File: src/rtl/irq_ctl_pkg.sv
// Shared definitions for the interrupt controller: register map, CLAIM
// word layout and the supported source count.
package irq_ctl_pkg;

  localparam int NSRC_MAX        = 31;
  localparam int REG_SEL_LSB     = 2;
  localparam int CLAIM_VALID_BIT = 31;
  localparam int CLAIM_ID_W      = 5;

  localparam logic [3:0] OFS_PENDING = 4'h0;
  localparam logic [3:0] OFS_ENABLE  = 4'h4;
  localparam logic [3:0] OFS_MODE    = 4'h8;
  localparam logic [3:0] OFS_CLAIM   = 4'hC;

  typedef enum logic [1:0] {
    REG_PENDING = 2'd0,
    REG_ENABLE  = 2'd1,
    REG_MODE    = 2'd2,
    REG_CLAIM   = 2'd3
  } reg_sel_e;

  // Pack a claim result into the 32-bit read word.
  function automatic logic [31:0] claim_word(input logic vld,
                                             input logic [CLAIM_ID_W-1:0] id);
    claim_word                   = '0;
    claim_word[CLAIM_VALID_BIT]  = vld;
    claim_word[CLAIM_ID_W-1:0]   = id;
  endfunction

endpackage

File: src/rtl/irq_ctl_if.sv
// Register bus between the core side (master) and the controller (slave).
interface irq_ctl_if;
  logic [3:0]  bus_addr;
  logic        bus_wr;
  logic        bus_rd;
  logic [31:0] bus_wdata;
  logic [31:0] bus_rdata;

  modport master (output bus_addr, output bus_wr, output bus_rd,
                  output bus_wdata, input bus_rdata);
  modport slave  (input bus_addr, input bus_wr, input bus_rd,
                  input bus_wdata, output bus_rdata);
endinterface

File: src/rtl/irq_sync.sv
// Two-flop synchronizer plus a history flop for edge detection.
module irq_sync #(
  parameter int W = 8
) (
  input  logic         clk,
  input  logic         reset,
  input  logic [W-1:0] d_i,
  output logic [W-1:0] s2_o,
  output logic [W-1:0] prev_o
);

  logic [W-1:0] s1_q, s2_q, prev_q;

  // Synchronizer chain; prev holds the previous synchronized value.
  always_ff @(posedge clk or posedge reset) begin
    if (reset) begin
      s1_q   <= '0;
      s2_q   <= '0;
      prev_q <= '0;
    end else begin
      s1_q   <= d_i;
      s2_q   <= s1_q;
      prev_q <= s2_q;
    end
  end

  assign s2_o   = s2_q;
  assign prev_o = prev_q;

endmodule

File: src/rtl/irq_ctl.sv
// Interrupt controller: per-source edge/level pending, enable mask,
// lowest-index-first claim and a registered irq to the core.
module irq_ctl
  import irq_ctl_pkg::*;
#(
  parameter int NSRC = 8
) (
  input  logic            clk,
  input  logic            reset,
  input  logic [NSRC-1:0] src,
  irq_ctl_if.slave        bus,
  output logic            irq
);

  logic [NSRC-1:0] s2, prev;
  logic [NSRC-1:0] pending_q, pending_d;
  logic [NSRC-1:0] enable_q, mode_q;
  logic [31:0]     rdata_q, rdata_d;
  logic            irq_q;

  logic                  claim_vld;
  logic [CLAIM_ID_W-1:0] claim_id;
  logic [NSRC-1:0]       claim_oh;
  logic [NSRC-1:0]       clr;
  logic [NSRC-1:0]       edge_next;

  reg_sel_e sel;
  logic     wr_pend, wr_en, wr_mode, rd_claim;
  logic     unused_bus;

  irq_sync #(.W(NSRC)) u_sync (
    .clk    (clk),
    .reset  (reset),
    .d_i    (src),
    .s2_o   (s2),
    .prev_o (prev)
  );

  assign sel      = reg_sel_e'(bus.bus_addr[REG_SEL_LSB+1:REG_SEL_LSB]);
  assign wr_pend  = bus.bus_wr && (sel == REG_PENDING);
  assign wr_en    = bus.bus_wr && (sel == REG_ENABLE);
  assign wr_mode  = bus.bus_wr && (sel == REG_MODE);
  assign rd_claim = bus.bus_rd && (sel == REG_CLAIM);

  // Byte-lane bits and data bits above NSRC carry no meaning here.
  assign unused_bus = ^{bus.bus_addr[1:0], bus.bus_wdata};

  // Lowest active index wins: scan downward so the last hit is the smallest.
  always_comb begin
    claim_vld = 1'b0;
    claim_id  = '0;
    claim_oh  = '0;
    for (int i = NSRC - 1; i >= 0; i--) begin
      if (pending_q[i] && enable_q[i]) begin
        claim_vld   = 1'b1;
        claim_id    = CLAIM_ID_W'(i);
        claim_oh    = '0;
        claim_oh[i] = 1'b1;
      end
    end
  end

  // Edge bits: new edges set (and beat any clear), W1C/claim clear.
  // Level bits simply track the synchronized input.
  always_comb begin
    clr = '0;
    if (wr_pend)  clr = clr | bus.bus_wdata[NSRC-1:0];
    if (rd_claim) clr = clr | claim_oh;
    edge_next = (s2 & ~prev) | (pending_q & ~clr);
    pending_d = (mode_q & edge_next) | (~mode_q & s2);
  end

  // Read mux; only captured on a read strobe so the value holds afterwards.
  always_comb begin
    rdata_d = '0;
    case (sel)
      REG_PENDING: rdata_d = 32'(pending_q);
      REG_ENABLE:  rdata_d = 32'(enable_q);
      REG_MODE:    rdata_d = 32'(mode_q);
      REG_CLAIM:   rdata_d = claim_word(claim_vld, claim_id);
      default:     rdata_d = '0;
    endcase
  end

  // Register state, read data and the irq output.
  always_ff @(posedge clk or posedge reset) begin
    if (reset) begin
      pending_q <= '0;
      enable_q  <= '0;
      mode_q    <= '0;
      rdata_q   <= '0;
      irq_q     <= 1'b0;
    end else begin
      pending_q <= pending_d;
      if (wr_en)      enable_q <= bus.bus_wdata[NSRC-1:0];
      if (wr_mode)    mode_q   <= bus.bus_wdata[NSRC-1:0];
      if (bus.bus_rd) rdata_q  <= rdata_d;
      irq_q <= |(pending_q & enable_q);
    end
  end

  assign bus.bus_rdata = rdata_q;
  assign irq           = irq_q;

endmodule

File: src/flat_wrapper.sv
// flat-port wrapper written by rule: the top's interface ports become plain ports
module irq_ctl_flat import irq_ctl_pkg::*;
#(
  parameter int NSRC = 8
)
  (clk, reset, src, irq, bus_bus_addr, bus_bus_wr, bus_bus_rd, bus_bus_wdata, bus_bus_rdata);
  irq_ctl_if bus_i ();
  input  logic clk;
  input  logic reset;
  input  logic [NSRC-1:0] src;
  output logic irq;
  input wire logic [$bits(bus_i.bus_addr)-1:0] bus_bus_addr;
  input wire logic [$bits(bus_i.bus_wr)-1:0] bus_bus_wr;
  input wire logic [$bits(bus_i.bus_rd)-1:0] bus_bus_rd;
  input wire logic [$bits(bus_i.bus_wdata)-1:0] bus_bus_wdata;
  output wire logic [$bits(bus_i.bus_rdata)-1:0] bus_bus_rdata;
  assign bus_i.bus_addr = bus_bus_addr;
  assign bus_i.bus_wr = bus_bus_wr;
  assign bus_i.bus_rd = bus_bus_rd;
  assign bus_i.bus_wdata = bus_bus_wdata;
  assign bus_bus_rdata = bus_i.bus_rdata;
  irq_ctl #(.NSRC(NSRC)) u_core (.clk(clk), .reset(reset), .src(src), .bus(bus_i), .irq(irq));
endmodule
File: config.mk
export PLATFORM = sky130hd
export DESIGN_NAME = irq_ctl_flat
export DESIGN_NICKNAME = d
export VERILOG_FILES = /design/src/rtl/irq_ctl_pkg.sv /design/src/rtl/irq_ctl_if.sv /design/src/rtl/irq_sync.sv /design/src/rtl/irq_ctl.sv /design/src/flat_wrapper.sv
export SDC_FILE = /design/constraint.sdc
export NUM_CORES = 1
export LEC_CHECK = 0
export ABC_CLOCK_PERIOD_IN_PS = 2500
export CORE_MARGIN = 2
export CORE_UTILIZATION = 40
export CTS_CLUSTER_DIAMETER = 100
export DETAILED_ROUTE_END_ITERATION = 10
export HOLD_SLACK_MARGIN = 0.12
export PLACE_DENSITY = 0.71
export RECOVER_POWER = 50
export SETUP_SLACK_MARGIN = 0.5
export SYNTH_ARGS = -nofsm -noshare
export SYNTH_HDL_FRONTEND = slang
export SYNTH_SLANG_ARGS = --single-unit
File: constraint.sdc
create_clock -name clk -period 2.5 [get_ports clk]
set_input_delay 0.5 -clock clk [delete_from_list [all_inputs] [get_ports clk]]
set_output_delay 0.5 -clock clk [all_outputs]
set_load 0.02 [all_outputs]
## Yosys cells after proc, flatten, opt, wreduce, memory -nomap -nowiden

Cells that the tools add are included.

- Input bits: 48
- Output and inout port bits: 33
- RAM bits: 0
- Latch bits: 0
- Word-level logic and storage cells: 63
- Flip-flop bits (word level): 81
- Memory bits (read-only): 0
- Memories: 0

- Add/subtract/negate cells: 0
- Mux-type cells: 27
- Bitwise gates (word level): 11
- Div/mod/pow operators: 0
- Multipliers: 0
- Order comparisons: 0
- Reduce and logical (&&, ||, !) cells: 14
- Equality and inequality tests: 3
- Shifts and indexed selects: 0

Operator list:

| cell | count |
|---|---|
| 32-bit one-hot mux with 4 select lines | 1 |
| 8-bit 2-to-1 mux | 10 |
| 8-bit AND | 5 |
| 3-bit 2-to-1 mux | 8 |
| 8-bit NOT | 3 |
| 8-bit bitwise OR | 3 |
| 1-bit logical AND | 12 |
| 1-bit 2-to-1 mux | 8 |
| 8-bit OR reduction | 1 |
| 2-bit equality test (second input constant) | 2 |
| 2-bit by 1-bit equality test with 1-bit output (second input constant) | 1 |
| 2-bit logical NOT | 1 |

## Logic depth before layout (Yosys ltp)

- Depth in word-level cells: 16
- Mapped depth: 6

## Modules after synthesis

Synthesis repeated with hierarchy kept, for this count alone.

- Cells, all modules: 217
- Area total of the unflattened synthesis: 2,494.9 um2

By module, submodules not included:

| module | cells each | sequential area each (um2) | instances | area each (um2) |
|---|---|---|---|---|
| irq_ctl | 192 | 850.8 | 1 | 1,890.6 |
| irq_sync | 25 | 600.6 | 1 | 604.3 |

## Worst setup path after synthesis

OpenSTA, ideal clock, no wires.

- Path kind: input port to flip-flop
- Start point: input port bus_bus_addr[3]
- End point: register u_core.pending_q[0]
- Arrival: 1.366 ns
- Setup time: 0.122 ns
- Slack: 1.013 ns
- Stages on the path: 4
- Path through: buf_4 -> nor3b_2 -> a22oi_1 -> a32o_1

- Cells in the longest elaborated chain, start to end: 10
- Elaborated cells on any way between the ends: 12
- Classes of those cells: eq/ne: 1; mux: 2; bitwise: 6; reduce/logical: 3

RTL lines:

| item | line | text |
|---|---|---|
| start, declared | flat_wrapper.sv:12 | `input wire logic [$bits(bus_i.bus_addr)-1:0] bus_bus_addr;` |
| 2-bit logical NOT | irq_ctl.sv:40 | `assign wr_pend = bus.bus_wr && (sel == REG_PENDING);` |
| 1-bit logical AND | irq_ctl.sv:40 |  |
| 8-bit 2-to-1 mux | irq_ctl.sv:67 | `if (wr_pend) clr = clr \| bus.bus_wdata[NSRC-1:0];` |
| 8-bit bitwise OR | irq_ctl.sv:68 | `if (rd_claim) clr = clr \| claim_oh;` |
| 8-bit 2-to-1 mux (*) | irq_ctl.sv:68 |  |
| 8-bit NOT (*) | irq_ctl.sv:69 | `edge_next = (s2 & ~prev) \| (pending_q & ~clr);` |
| 8-bit AND (*) | irq_ctl.sv:69 |  |
| 8-bit bitwise OR (*) | irq_ctl.sv:69 |  |
| 8-bit AND (*) | irq_ctl.sv:70 | `pending_d = (mode_q & edge_next) \| (~mode_q & s2);` |
| 8-bit bitwise OR (*) | irq_ctl.sv:70 |  |
| via u_core.pending_d[0] | irq_ctl.sv:16 | `logic [NSRC-1:0] pending_q, pending_d;` |
| end signal, assigned | irq_ctl.sv:94 | `pending_q <= pending_d;` |
| end, declared | irq_ctl.sv:16 |  |

Mark *: on every way through the listed nets, which the timed path passes. The rest lies on a longest branch.
A chain may end at the register's enable or synchronous reset.

==> qor.json <==
{
  "drv_cap": {"value": 0},
  "timing_worst_setup_path_type": {"value": "input port to async pin"},
  "ir_drop": {"value": 0.505, "unit": "mV"},
  "final_cell_count_no_fill": {"value": 336},
  "remaining_drc_errors": {"value": 0},
  "synth_top_area_share": {"value": 58.2, "unit": "%"},
  "design.final.nets": {"value": 304},
  "finalCritPeriodShare": {"value": 75.9, "unit": "%"},
  "postSynthAreaPerCell": {"value": 11.6, "unit": "um2"},
  "tightestPinTransition": {"value": 1.39, "unit": "ns"},
  "finalSetupTns": {"value": 0, "unit": "ns"},
  "cts_htree_levels": {"value": 3},
  "synth_cell_types": {"value": 30},
  "netlist.top_cell.by_area": {"value": "dfrtp_1"},
  "vias": {"value": 1674},
  "dp_cells": {"value": 320},
  "totalWireLength": {"value": 4780, "unit": "um"},
  "async_reset_ff_share": {"value": 100, "unit": "%"},
  "io-pin-count": {"value": 81},
  "yosys.cell_count.top_type": {"value": "dfrtp_1"},
  "dieArea": {"value": 6880, "unit": "um2"},
  "whs": {"value": 0.342, "unit": "ns"},
  "worstSetupStartpointType": {"value": "input port"},
  "arrival": {"value": 2.12, "unit": "ns"},
  "clk_latency": {"value": 0.34, "unit": "ns"},
  "core_area": {"value": 5990, "unit": "um2"},
  "synth_cells": {"value": 215},
  "n_antenna_cell": {"value": 0},
  "drt_iter0_markers": {"value": 121},
  "clock_tree_root": {"value": "clkbuf_8"},
  "remaining_number_of_nets_flagged_by_the_antenna_check_after_routing": {"value": 0},
  "grt_setup_unrepaired": {"value": "no"},
  "synth-edff-count": {"value": 0},
  "setup_viol_count_final": {"value": 0},
  "cell_at_the_slowest_stage_of_the_critical_path": {"value": "clkbuf_2"},
  "tritoncts_num_sinks": {"value": 58},
  "yosysSeqAreaShare": {"value": 58.2, "unit": "%"},
  "layout-drive-gt1-share": {"value": 15.7, "unit": "%"},
  "synth.yosys.warnings": {"value": 0},
  "cp_data_required_time": {"value": 2.72, "unit": "ns"},
  "cts_tree": {"value": "done"},
  "synth_common_cells": {"value": "58 x dfrtp_1, 26 x buf_4, 22 x nand2_1, 16 x mux2_2, 15 x a21oi_1"},
  "global_route_wire_length_before_repair": {"value": 7940, "unit": "um"},
  "chipHeight": {"value": 83.0, "unit": "um"},
  "globalRoute.totalOverflow": {"value": 0},
  "post_synth_design_cell_area": {"value": 2490, "unit": "um2"},
  "critPathMaxStageDelay": {"value": 1.00, "unit": "ns"},
  "report.final.hold_viol_count": {"value": 0},
  "cts_hold_buffers": {"value": 0},
  "post-route-min-period": {"value": 1.90, "unit": "ns"},
  "critPathMaxFanout": {"value": 58},
  "grt_pass1_vias": {"value": 1565},
  "cts_buffers": {"value": 9},
  "die_x": {"value": 83.0, "unit": "um"},
  "antenna_found_initial": {"value": 0},
  "cellPowerDensity": {"value": 783, "unit": "nW/um2"},
  "cts.path.max_buffers": {"value": 2},
  "drtPass1Iterations": {"value": 4},
  "hpwl_after_detailed_placement": {"value": 3210, "unit": "um"},
  "synth_top_cells_by_area": {"value": "dfrtp_1 58%, buf_4 7.8%, mux2_2 7.2%"},
  "synth_ff_type": {"value": "dfrtp_1"},
  "port-buffer-count": {"value": 31},
  "clkTransAtPathRegs": {"value": 0.06, "unit": "ns"},
  "slew-limit-headroom": {"value": 7.52, "unit": "%"},
  "gr-usage-all-layers": {"value": 15.2, "unit": "%"},
  "drv_slew": {"value": 0},
  "core.rowCount": {"value": 28},
  "detail_route.wl_per_cell": {"value": 14.2, "unit": "um"},
  "critical_path_cell_by_cell": {"value": "dlygate4sd3_1 -> clkinv_1 -> clkbuf_2"},
  "vias_per_cell": {"value": 4.98},
  "outcome": {"value": "complete, no violations"},
  "power_leakage": {"value": 0.00134, "unit": "uW"},
  "grt_start_max_net_pins": {"value": 59},
  "fmax": {"value": 527, "unit": "MHz"},
  "timing.hold.worst.class": {"value": "flip-flop to flip-flop"},
  "initial_utilization": {"value": 41.6, "unit": "%"},
  "gp_congestion": {"value": 0.800},
  "syn_to_final_growth": {"value": 19.8, "unit": "%"},
  "crit_path_end_kind": {"value": "async pin"},
  "skew": {"value": 0.00480, "unit": "ns"},
  "ys_ff_latch": {"value": 58}
}
==> sequential cells by signal, indices dropped and copies added, names as in the netlist <==
| name | cells |
|---|---|
| u_core.bus.bus_rdata | 9 |
| u_core.enable_q | 8 |
| u_core.irq | 1 |
| u_core.mode_q | 8 |
| u_core.pending_q | 8 |
| u_core.u_sync.prev_o | 8 |
| u_core.u_sync.s1_q | 8 |
| u_core.u_sync.s2_o | 8 |
==> report_power, final <==
group / switching (uW) / internal [uW]
Clock: 347 / 382
Combinational: 227 / 213
Sequential: 110 / 1060
==> cells in the final DEF, fill, tap and decap left out, drive strengths merged, types with 2 or more instances in the layout <==
master and instances:
a21o 3, a21oi 16, a221oi 4, a22o 6, a22oi 4, a31oi 2
buf 5, clkbuf 14, clkdlybuf4s50 22, clkinv 4, conb 23, dfrtp 58
dlygate4sd3 9, inv 6, mux2 16, mux2i 7, nand2 23, nand3 7
nand3b 2, nor2 11, nor3b 2, o21ai 9, or4 2
==> final timing paths <==
kind                                               to  cells after the start             startpoint  slack (ns)
worst max-delay path                 u_core.mode_q[5]                      3                  reset        0.60
worst min-delay path            u_core.u_sync.s2_o[1]                      0  u_core.u_sync.s1_q[1]        0.34
worst max register to register    u_core.pending_q[6]                      4    u_core.pending_q[2]        0.95
worst min register to register  u_core.u_sync.s2_o[1]                      0  u_core.u_sync.s1_q[1]        0.34
max in group clk                  u_core.pending_q[6]                      5        bus_bus_addr[3]        0.64
min in group asynchronous       u_core.u_sync.s1_q[3]                      3                  reset        1.06
==> cell type report <==
class | count | area, um2
Sequential cell | 58 | 1450
Multi-Input combinational cell | 143 | 900
Tap cell | 75 | 93.8
Clock buffer | 13 | 149
Fill cell | 556 | 3000
Timing Repair Buffer | 37 | 353
Inverter | 7 | 26.3
Clock inverter | 3 | 15.0
==> critical path: cells and delay by family <==
kind,cells,cell delay [ns]
buf+inv,3,1.57
==> routing by layer <==
layer  part of all wire, %  up-vias  GRT usage (%)
met2                    45       77           21.0
met4                   3.0        0           9.09
met1                    45      797           19.9
met5                     0        -              0
li1                      -      789              -
met3                   7.7       11           5.96
==> through the flow <==
stage               power (uW)  setup WS [ns]  utilization, %  instance area, um2
floorplan                 1480          0.572               -                2580
global placement          1610          0.137            47.2                2830
detailed placement        1630          0.114            47.2                2830
CTS                       2360          0.500            50.0                2990
global route              2470          0.312            49.9                2990
finish                    2340          0.601            49.9                2990
==> timing repair <==
action | CTS | global route
setup endpoints to repair | 0 | 10
setup buffers | 0 | 0
hold endpoints to repair | 0 | 0
resized for setup | 0 | 2
==> cell families (layout without fill, tap and decap cells) <==
logic type | Yosys count | after routing | share of synthesized area (%)
compound gates | 48 | 48 | 12.7
buf+inv | 36 | 60 | 9.43
flops | 58 | 58 | 58.2
mux | 23 | 23 | 10.0
other cells | 1 | 23 | 0.150
simple gates | 49 | 49 | 9.48
Power figures use the tool's default switching activity.
